$ cat src/rtl/fetch_sequencer.sv
// Multi-cycle instruction fetch controller: owns the PC, runs a req/ack memory port,
// latches the returned word into the instruction register and hands it to execute.
module fetch_sequencer #(
  parameter logic [31:0] RESET_PC = 32'h0000_0000,
  parameter int          CNT_W    = 32
) (
  input  logic             iClk,
  input  logic             iRst,
  output logic             oMemReq,
  output logic [31:0]      oMemAddr,
  input  logic             iMemAck,
  input  logic [31:0]      iMemData,
  input  logic             iMemErr,
  output logic [31:0]      oIR,
  output logic [31:0]      oInsPC,
  output logic             oInsValid,
  input  logic             iInsReady,
  input  logic             iRedirect,
  input  logic [31:0]      iRedirectPC,
  output logic             oFault,
  output logic [1:0]       oFaultCause,
  output logic [31:0]      oFaultAddr,
  output logic [CNT_W-1:0] oInsCount
);

  typedef enum logic [2:0] {
    S_IDLE,
    S_FETCH,
    S_HOLD,
    S_DRAIN,
    S_FAULT
  } state_t;

  localparam logic [31:0] NOP_INS     = 32'h0000_0013;
  localparam logic [1:0]  CAUSE_NONE  = 2'd0;
  localparam logic [1:0]  CAUSE_ALIGN = 2'd1;
  localparam logic [1:0]  CAUSE_BUS   = 2'd2;

  state_t             state_q, state_d;
  logic [31:0]        pc_q, pc_d;
  logic [31:0]        ir_q, ir_d;
  logic [31:0]        ins_pc_q, ins_pc_d;
  logic [31:0]        tgt_q, tgt_d;
  logic [1:0]         cause_q, cause_d;
  logic [31:0]        fault_addr_q, fault_addr_d;
  logic [CNT_W-1:0]   cnt_q, cnt_d;
  logic               redir_bad;

  assign redir_bad = |iRedirectPC[1:0];

  // NOTE: every next-state signal gets its hold value first, so no path through the
  // case statement can leave one unassigned and infer a latch.
  always_comb begin
    state_d      = state_q;
    pc_d         = pc_q;
    ir_d         = ir_q;
    ins_pc_d     = ins_pc_q;
    tgt_d        = tgt_q;
    cause_d      = cause_q;
    fault_addr_d = fault_addr_q;
    cnt_d        = cnt_q;

    unique case (state_q)
      S_IDLE: state_d = S_FETCH;

      S_FETCH: begin
        if (iMemAck && iRedirect) begin
          if (redir_bad) begin
            state_d      = S_FAULT;
            cause_d      = CAUSE_ALIGN;
            fault_addr_d = iRedirectPC;
          end else begin
            pc_d = iRedirectPC;
          end
        end else if (iMemAck && iMemErr) begin
          state_d      = S_FAULT;
          cause_d      = CAUSE_BUS;
          fault_addr_d = pc_q;
        end else if (iMemAck) begin
          ir_d     = iMemData;
          ins_pc_d = pc_q;
          pc_d     = pc_q + 32'd4;
          state_d  = S_HOLD;
        end else if (iRedirect) begin
          if (redir_bad) begin
            state_d      = S_FAULT;
            cause_d      = CAUSE_ALIGN;
            fault_addr_d = iRedirectPC;
          end else begin
            tgt_d   = iRedirectPC;
            state_d = S_DRAIN;
          end
        end
      end

      // The in-flight request must complete before the new target can be fetched.
      S_DRAIN: begin
        if (iRedirect && redir_bad) begin
          state_d      = S_FAULT;
          cause_d      = CAUSE_ALIGN;
          fault_addr_d = iRedirectPC;
        end else begin
          if (iRedirect) tgt_d = iRedirectPC;
          if (iMemAck) begin
            pc_d    = iRedirect ? iRedirectPC : tgt_q;
            state_d = S_FETCH;
          end
        end
      end

      S_HOLD: begin
        if (iInsReady) cnt_d = cnt_q + 1'b1;
        if (iRedirect) begin
          if (redir_bad) begin
            state_d      = S_FAULT;
            cause_d      = CAUSE_ALIGN;
            fault_addr_d = iRedirectPC;
          end else begin
            pc_d    = iRedirectPC;
            state_d = S_FETCH;
          end
        end else if (iInsReady) begin
          state_d = S_FETCH;
        end
      end

      S_FAULT: state_d = S_FAULT;

      default: state_d = S_IDLE;
    endcase
  end

  // NOTE: sequential state uses non-blocking assignments so every register samples
  // the same pre-edge values regardless of statement order.
  always_ff @(posedge iClk or posedge iRst) begin
    if (iRst) begin
      state_q      <= S_IDLE;
      pc_q         <= RESET_PC;
      ir_q         <= NOP_INS;
      ins_pc_q     <= 32'd0;
      tgt_q        <= 32'd0;
      cause_q      <= CAUSE_NONE;
      fault_addr_q <= 32'd0;
      cnt_q        <= '0;
    end else begin
      state_q      <= state_d;
      pc_q         <= pc_d;
      ir_q         <= ir_d;
      ins_pc_q     <= ins_pc_d;
      tgt_q        <= tgt_d;
      cause_q      <= cause_d;
      fault_addr_q <= fault_addr_d;
      cnt_q        <= cnt_d;
    end
  end

  // pc only moves on the cycle a request completes, so it is the stable fetch address.
  assign oMemReq     = (state_q == S_FETCH) || (state_q == S_DRAIN);
  assign oMemAddr    = pc_q;
  assign oIR         = ir_q;
  assign oInsPC      = ins_pc_q;
  assign oInsValid   = (state_q == S_HOLD);
  assign oFault      = (state_q == S_FAULT);
  assign oFaultCause = cause_q;
  assign oFaultAddr  = fault_addr_q;
  assign oInsCount   = cnt_q;

endmodule

$ cat config.mk
export PLATFORM = sky130hd
export DESIGN_NAME = fetch_sequencer
export DESIGN_NICKNAME = d
export VERILOG_FILES = /design/src/rtl/fetch_sequencer.sv
export SDC_FILE = /design/constraint.sdc
export NUM_CORES = 1
export LEC_CHECK = 0
export BUFFER_PORTS_ARGS = -buffer_cell sky130_fd_sc_hd__buf_2
export CORE_MARGIN = 4
export CORE_UTILIZATION = 46
export CTS_CLUSTER_DIAMETER = 40
export DETAILED_ROUTE_END_ITERATION = 12
export HOLD_SLACK_MARGIN = 0.05
export PLACE_DENSITY = 0.69
export SLEW_MARGIN = 0
export SYNTH_ARGS = -nofsm -noshare
export SYNTH_HDL_FRONTEND = slang
export SYNTH_SLANG_ARGS = --single-unit
export TNS_END_PERCENT = 20
$ cat constraint.sdc
create_clock -name iClk -period 8.1 [get_ports iClk]
set_input_delay 1.215 -clock iClk [delete_from_list [all_inputs] [get_ports iClk]]
set_output_delay 1.215 -clock iClk [all_outputs]
set_load 0.005 [all_outputs]
==> results_dict.tcl, run 1 <==
set metrics [dict create \
    finalWorstSetupSlack_ns 4.04 \
    cpPeakStageDelay_ns 0.73 \
    pwr-share-comb_pct 31.0 \
    cts_tree "yes" \
    cts_num_sinks 197 \
    synth_top_family_by_area "simple AND/OR/NAND/NOR gates" \
    total_power_mw 3.74 \
    dpl_cell_area_mm2 0.0110 \
    die_w_um 153 \
    synth.most_common_cell "nand2_1" \
    slew_viol_final 0 \
    drv_cap 0 \
    die_area_mm2 0.0233 \
    crit_chain "buf_2, or4_2, buf_4, nand3_1, buf_4, a222oi_1, inv_1" \
    grt_pass1_vias 8098 \
    pwr_density_cell_mw_per_mm2 323 \
    cts_buffer_depth 2 \
    portBuffers 234 \
    crit_path_start "iRedirect" \
    post_cts_resized 0 \
    hp-class "flip-flop to flip-flop" \
    hpwl_um 18100 \
    critical_path.startpoint_type "primary input" \
    synth_top_cell_area_share_pct 50.4 \
    grt_pass1_wl_um 44100 \
    seqPwrFrac_pct 45.8 \
    route.detailed.drc 0 \
    post-route-cell-area_mm2 0.0116 \
    synth_compound_area_share_pct 14.2 \
    post_cts_buffers 0 \
    min_period_over_period_pct 50.1 \
    synth-simple-area-share_pct 19.2 \
    end_kind "flip-flop" \
    rsz0062_at_grt "false" \
    rows 52 \
    antenna_found_initial 0 \
    synth-edff-count 0 \
    muxShareOfSynthArea_pct 7.74 \
    antenna_left 0 \
    syn_nets 1079 \
    die_y_um 153 \
    drive_above_1_share_pct 27.1 \
    criticalPathCategory "primary input to flip-flop" \
    leakage_nw 5.91 \
    p_clk_share_pct 23.2 \
    clkTransAtPathRegs_ns 0.07 \
    hold_viol 0 \
    grt_max_degree 134 \
    io_pins 235 \
    num_vias 8467 \
    critPathMaxFanout 73 \
    cts_htree_levels 4 \
    slowest_stage "buf_2" \
    routed_wl_um 27100 \
    clk_latency_ns 0.44 \
    grt_usage_pct 22.9 \
    rr_startpoint "state_q[0]" \
    synth_seq_cells 197 \
    synth_cell_types 62 \
    async_reset_ff_share_pct 100 \
    fillers 1861 \
    timing.slew.headroom_pct 8.49 \
    p_int_mw 2.37 \
    setup_tns_ns 0 \
    ir_drop_v 0.000166 \
    synthTopCellsByCount "nand2_1 (220), dfrtp_1 (194), clkbuf_1 (59)" \
    clock_tree.root_cell "clkbuf_16" \
    yosysSeqAreaShare_pct 51.2 \
    synth_area_leaders "dfrtp_1 (50%), nand2_1 (8.6%), mux2_2 (4.2%)" \
    drt_iter0_drc 704 \
    max_freq_mhz 246 \
    cp_num_buf_inv 4 \
    dr.pass1.iters 6 \
    post-place-ws_ns 3.63 \
    wl_per_cell_um 18.2 \
    diodes 0 \
    fp.coreArea_mm2 0.0204 \
    hp-start "oIR[0]" \
    status "finished clean" \
    p_switching_mw 1.37 \
    worstPathRequired_ns 8.41 \
    avgViaCountPerCell 5.70 \
    worstMarginPinSlew_ns 1.36 \
    synthCells 1007 \
    crit_top_cell "buf_4" \
    synth_area_mm2 0.00964 \
    cts_hold_buf 0 \
    syn_area_per_cell_um2 9.57 \
    finalWorstPathRequiredPeriod_ns 4.06 \
    cts_buffers 17 \
    synth-adder-area-share_pct 0.260 \
    setup_viol 0 \
    clock_skew_ns 0.00892 \
    overflow 0 \
    critPathArrivalTime_ns 4.38 \
    swShare_pct 36.6 \
    syn2layout_area_growth_pct 20.2 \
    yosys.area.top_type "dfrtp_1" \
    timing.hold.ws_ns 0.455 \
    initial_core_util_pct 47.2 \
    place_congestion 0.852 \
    nets 1274 \
    synth_xor_area_share_pct 2.82 \
    crit_family "buffers and inverters" \
    synth_warnings 0 \
    ys.flop_type "dfrtp_1" \
]
==> placed cells by master, fill, tap and decap left out, drive strengths merged, types with 8 or more instances in the layout <==
master and instances:
buf 247, nand2 220, dfrtp 194, o21ai 55
inv 46, nor2 39, mux2 36, mux2i 34
nand3 33, a222oi 33, xnor2 27, a21oi 22
clkbuf 20, o22ai 19, nor3 18, a31oi 16
and3 15, nand4 15, nor4 10, and2 9
and4 8
==> power groups by stage <==
stage / combinational, mW / clock (mW) / sequential (mW)
3_5_place_dp: 1.17 / 0 / 1.72
4_1_cts: 1.17 / 0.887 / 1.71
5_1_grt: 1.30 / 0.927 / 1.77
2_1_floorplan: 0.709 / 0 / 1.62
3_3_place_gp: 1.14 / 0 / 1.72
6_report: 1.16 / 0.869 / 1.71
==> layer usage <==
layer | vias to the layer above | global-route usage, % | part of all wire (%)
met5 | - | 0 | 0
met4 | 0 | 5.94 | 1.4
met3 | 38 | 4.32 | 7.0
met2 | 332 | 37.2 | 47
met1 | 4110 | 31.8 | 44
li1 | 3987 | - | -
==> registers in the layout, indices dropped and copies added, names as in the netlist <==
register,cells
oInsPC,32
state_q,3
oFaultAddr,32
oFaultCause,2
oInsCount,32
oIR,32
tgt_q,32
oMemAddr,32
==> worst reg2reg max path: stages (launching register included) <==
cell	delay (ns)
dfrtp_1	0.84
nand3b_1	0.28
or4_2	0.59
buf_4	0.34
nand3_1	0.75
buf_4	0.39
a222oi_1	0.13
inv_1	0.07
==> kinds of logic after synthesis <==
logic type      after synthesis
fa+ha+maj                     2
simple gates                396
xor+xnor                     31
buf+inv                     113
mux                          70
compound gates              198
flops                       197
==> cell type report <==
type,instances,area (µm²),share of cell area [%]
Sequential cell,197,4930,42.6
Multi-Input combinational cell,697,4280,37.0
Timing Repair Buffer,247,1270,10.9
Clock buffer,20,457,3.94
Tap cell,270,338,2.92
Inverter,42,165,1.43
Clock inverter,12,144,1.24
==> worst paths after layout <==
| path | cells after the start | end | slack (ns) |
|---|---|---|---|
| setup / recovery | 7 | oFaultAddr[5] | 4.04 |
| hold reg to reg | 2 | oIR[0] | 0.46 |
| setup reg to reg | 7 | oFaultAddr[3] | 4.66 |
| max in group asynchronous | 3 | oMemAddr[5] | 5.81 |
| min in group asynchronous | 2 | oIR[28] | 0.93 |
| hold / removal | 2 | oIR[0] | 0.46 |
==> metrics by stage <==
step                      util, %  std cells
after floorplan                 -       1007
after global routing         56.7       1485
after global placement       53.8       1453
final                        56.7       1485
after CTS                    56.7       1485
after detailed placement     53.8       1453
Note: power is estimated with default switching activity, not from simulation.
==> run 2, diff against run 1 <==
==> constraint.sdc (replaced) <==
create_clock -name iClk -period 3.85 [get_ports iClk]
set_input_delay 0.5775 -clock iClk [delete_from_list [all_inputs] [get_ports iClk]]
set_output_delay 0.5775 -clock iClk [all_outputs]
set_load 0.005 [all_outputs]
==> run 2 against run 1 <==
  * Utilization up 0.40 points
  * Design area up 0.71%
  * Register-to-register slack worse by 3.7 ns
  * Sequential share of layout area down 0.30 points
  * Total power up 110%
  * Non-clock buffer count up 8
  * Clock power up 97%
  * Combinational power up 120%
  * Largest power group unchanged
  * Highest routed layer unchanged
==> results_dict.tcl, run 2 (synthesized netlist as in run 1, its figures left out) <==
set metrics [dict create \
    hp-class "primary input to asynchronous set/reset pin" \
    timing.slew.headroom_pct 36.0 \
    drive_above_1_share_pct 27.4 \
    initial_core_util_pct 47.2 \
    post-route-cell-area_mm2 0.0117 \
    critPathMaxFanout 18 \
    final_common_cell "buf_2" \
    die_area_mm2 0.0233 \
    drt_iter0_drc 785 \
    clkTransAtPathRegs_ns 0.07 \
    diodes 0 \
    critical_path.startpoint_type "flip-flop" \
    cts_htree_levels 4 \
    dr.pass1.iters 9 \
    pwr_density_cell_mw_per_mm2 668 \
    die_w_um 153 \
    finalWorstPathRequiredPeriod_ns 2.89 \
    setup_viol 0 \
    overflow 0 \
    p_switching_mw 2.85 \
    route.detailed.drc 0 \
    criticalPathCategory "flip-flop to flip-flop" \
    cts_tree "yes" \
    r2r-end "oMemAddr[7]" \
    r2r_slack_ns 0.96 \
    clock_tree.root_cell "clkbuf_16" \
    portBuffers 234 \
    hpwl_um 18500 \
    num_vias 8416 \
    nets 1282 \
    pwr-share-comb_pct 32.4 \
    cts_hold_buf 0 \
    drv_cap 0 \
    rows 52 \
    reg2reg_depth 7 \
    syn2layout_area_growth_pct 21.1 \
    critPathArrivalTime_ns 3.23 \
    antenna_found_initial 1 \
    status "finished clean" \
    swShare_pct 36.5 \
    cts_buffer_depth 2 \
    antenna_left 0 \
    leakage_nw 5.95 \
    grt_pass1_wl_um 44700 \
    grt_pass1_vias 8417 \
    p_int_mw 4.95 \
    post_cts_buffers 0 \
    slew_viol_final 0 \
    cts_num_sinks 197 \
    max_freq_mhz 346 \
    routed_wl_um 26800 \
    place_congestion 0.854 \
    setup_tns_ns 0 \
    seqPwrFrac_pct 45.7 \
    fp.coreArea_mm2 0.0204 \
    grt_max_degree 104 \
    grt_usage_pct 23.1 \
    dpl_cell_area_mm2 0.0111 \
    clock_skew_ns 0.0104 \
    clk_latency_ns 0.43 \
    rr_startpoint "state_q[1]" \
    final_cell_mix "buf_2 (234), nand2_1 (220), dfrtp_1 (194), o21ai_0 (54), inv_1 (41)" \
    wl_per_cell_um 18.0 \
    ir_drop_v 0.000359 \
    post_cts_resized 0 \
    end_kind "flip-flop" \
    hold_viol 0 \
    rsz0062_at_grt "false" \
    p_clk_share_pct 21.9 \
    min_period_over_period_pct 75.1 \
    io_pins 235 \
    cts_buffers 17 \
    worstMarginPinSlew_ns 0.961 \
    avgViaCountPerCell 5.64 \
    die_y_um 153 \
    worstPathRequired_ns 4.19 \
]
run 2: cell count changes in the layout (fill, tap and decap cells not counted), sizes merged:
| cell | before | now |
|---|---|---|
| buf | 247 | 255 |
| clkbuf | 20 | 21 |
| bufinv | 2 | 1 |
| inv | 46 | 44 |
| clkinvlp | 4 | 5 |
| clkinv | 2 | 3 |
run 2: worst max-delay path by stage:
stage | slack, ns | startpoint | to
after global routing | 0.82 | state_q[1] | oMemAddr[7]
after CTS | 1.03 | state_q[1] | oMemAddr[7]
final | 0.96 | state_q[1] | oMemAddr[7]
after floorplan | 0.73 | iRst | oFaultAddr[0]
after global placement | 0.96 | iRedirect | oMemAddr[7]
after detailed placement | 0.83 | iRedirect | oMemAddr[12]
run 2: layout make-up:
class / count / area (µm²)
sequential: 197 / 4930
multi-input combinational: 697 / 4280
inverter: 42 / 161
timing repair buffer: 255 / 1400
tap: 270 / 338
clock inverter: 11 / 101
clock buffer: 21 / 450
fill: 1873 / 8760
run 2: per-layer routing:
metal	track usage, %	vias up	routed length (µm)
met5	0	-	0
met4	6.28	0	379
met3	5.17	32	2100
met2	37.0	337	12700
met1	32.0	4065	11600
li1	-	3982	-
run 2: worst max-delay path: stages, from the launching register on:
cell and delay [ns]:
dfrtp_1 0.65, or3b_2 0.64, inv_1 0.23, a21oi_1 0.07, buf_4 0.22, o21ai_1 0.61, a221oi_1 0.16, o21ai_0 0.20
run 2: power groups by stage:
stage                     clock network [mW]  logic (mW)  registers [mW]
final                                   1.71        2.52            3.56
after global routing                    1.84        2.85            3.70
after CTS                               1.75        2.56            3.56
after detailed placement                   0        2.55            3.58
after global placement                     0        2.48            3.57
after floorplan                            0        1.49            3.40
run 2: through the flow:
stage / power (mW) / worst slack, ns / hold WS (ns) / utilization (%) / instances
final: 7.79 / 0.958 / 0.308 / 57.1 / 1493
after global routing: 8.38 / 0.819 / 0.311 / 57.1 / 1493
after CTS: 7.87 / 1.03 / 0.305 / 57.1 / 1493
after detailed placement: 6.14 / 0.831 / 0.448 / 54.4 / 1461
after global placement: 6.06 / 0.962 / 0.445 / 54.4 / 1461
after floorplan: 4.90 / 0.729 / 0.447 / - / 1007
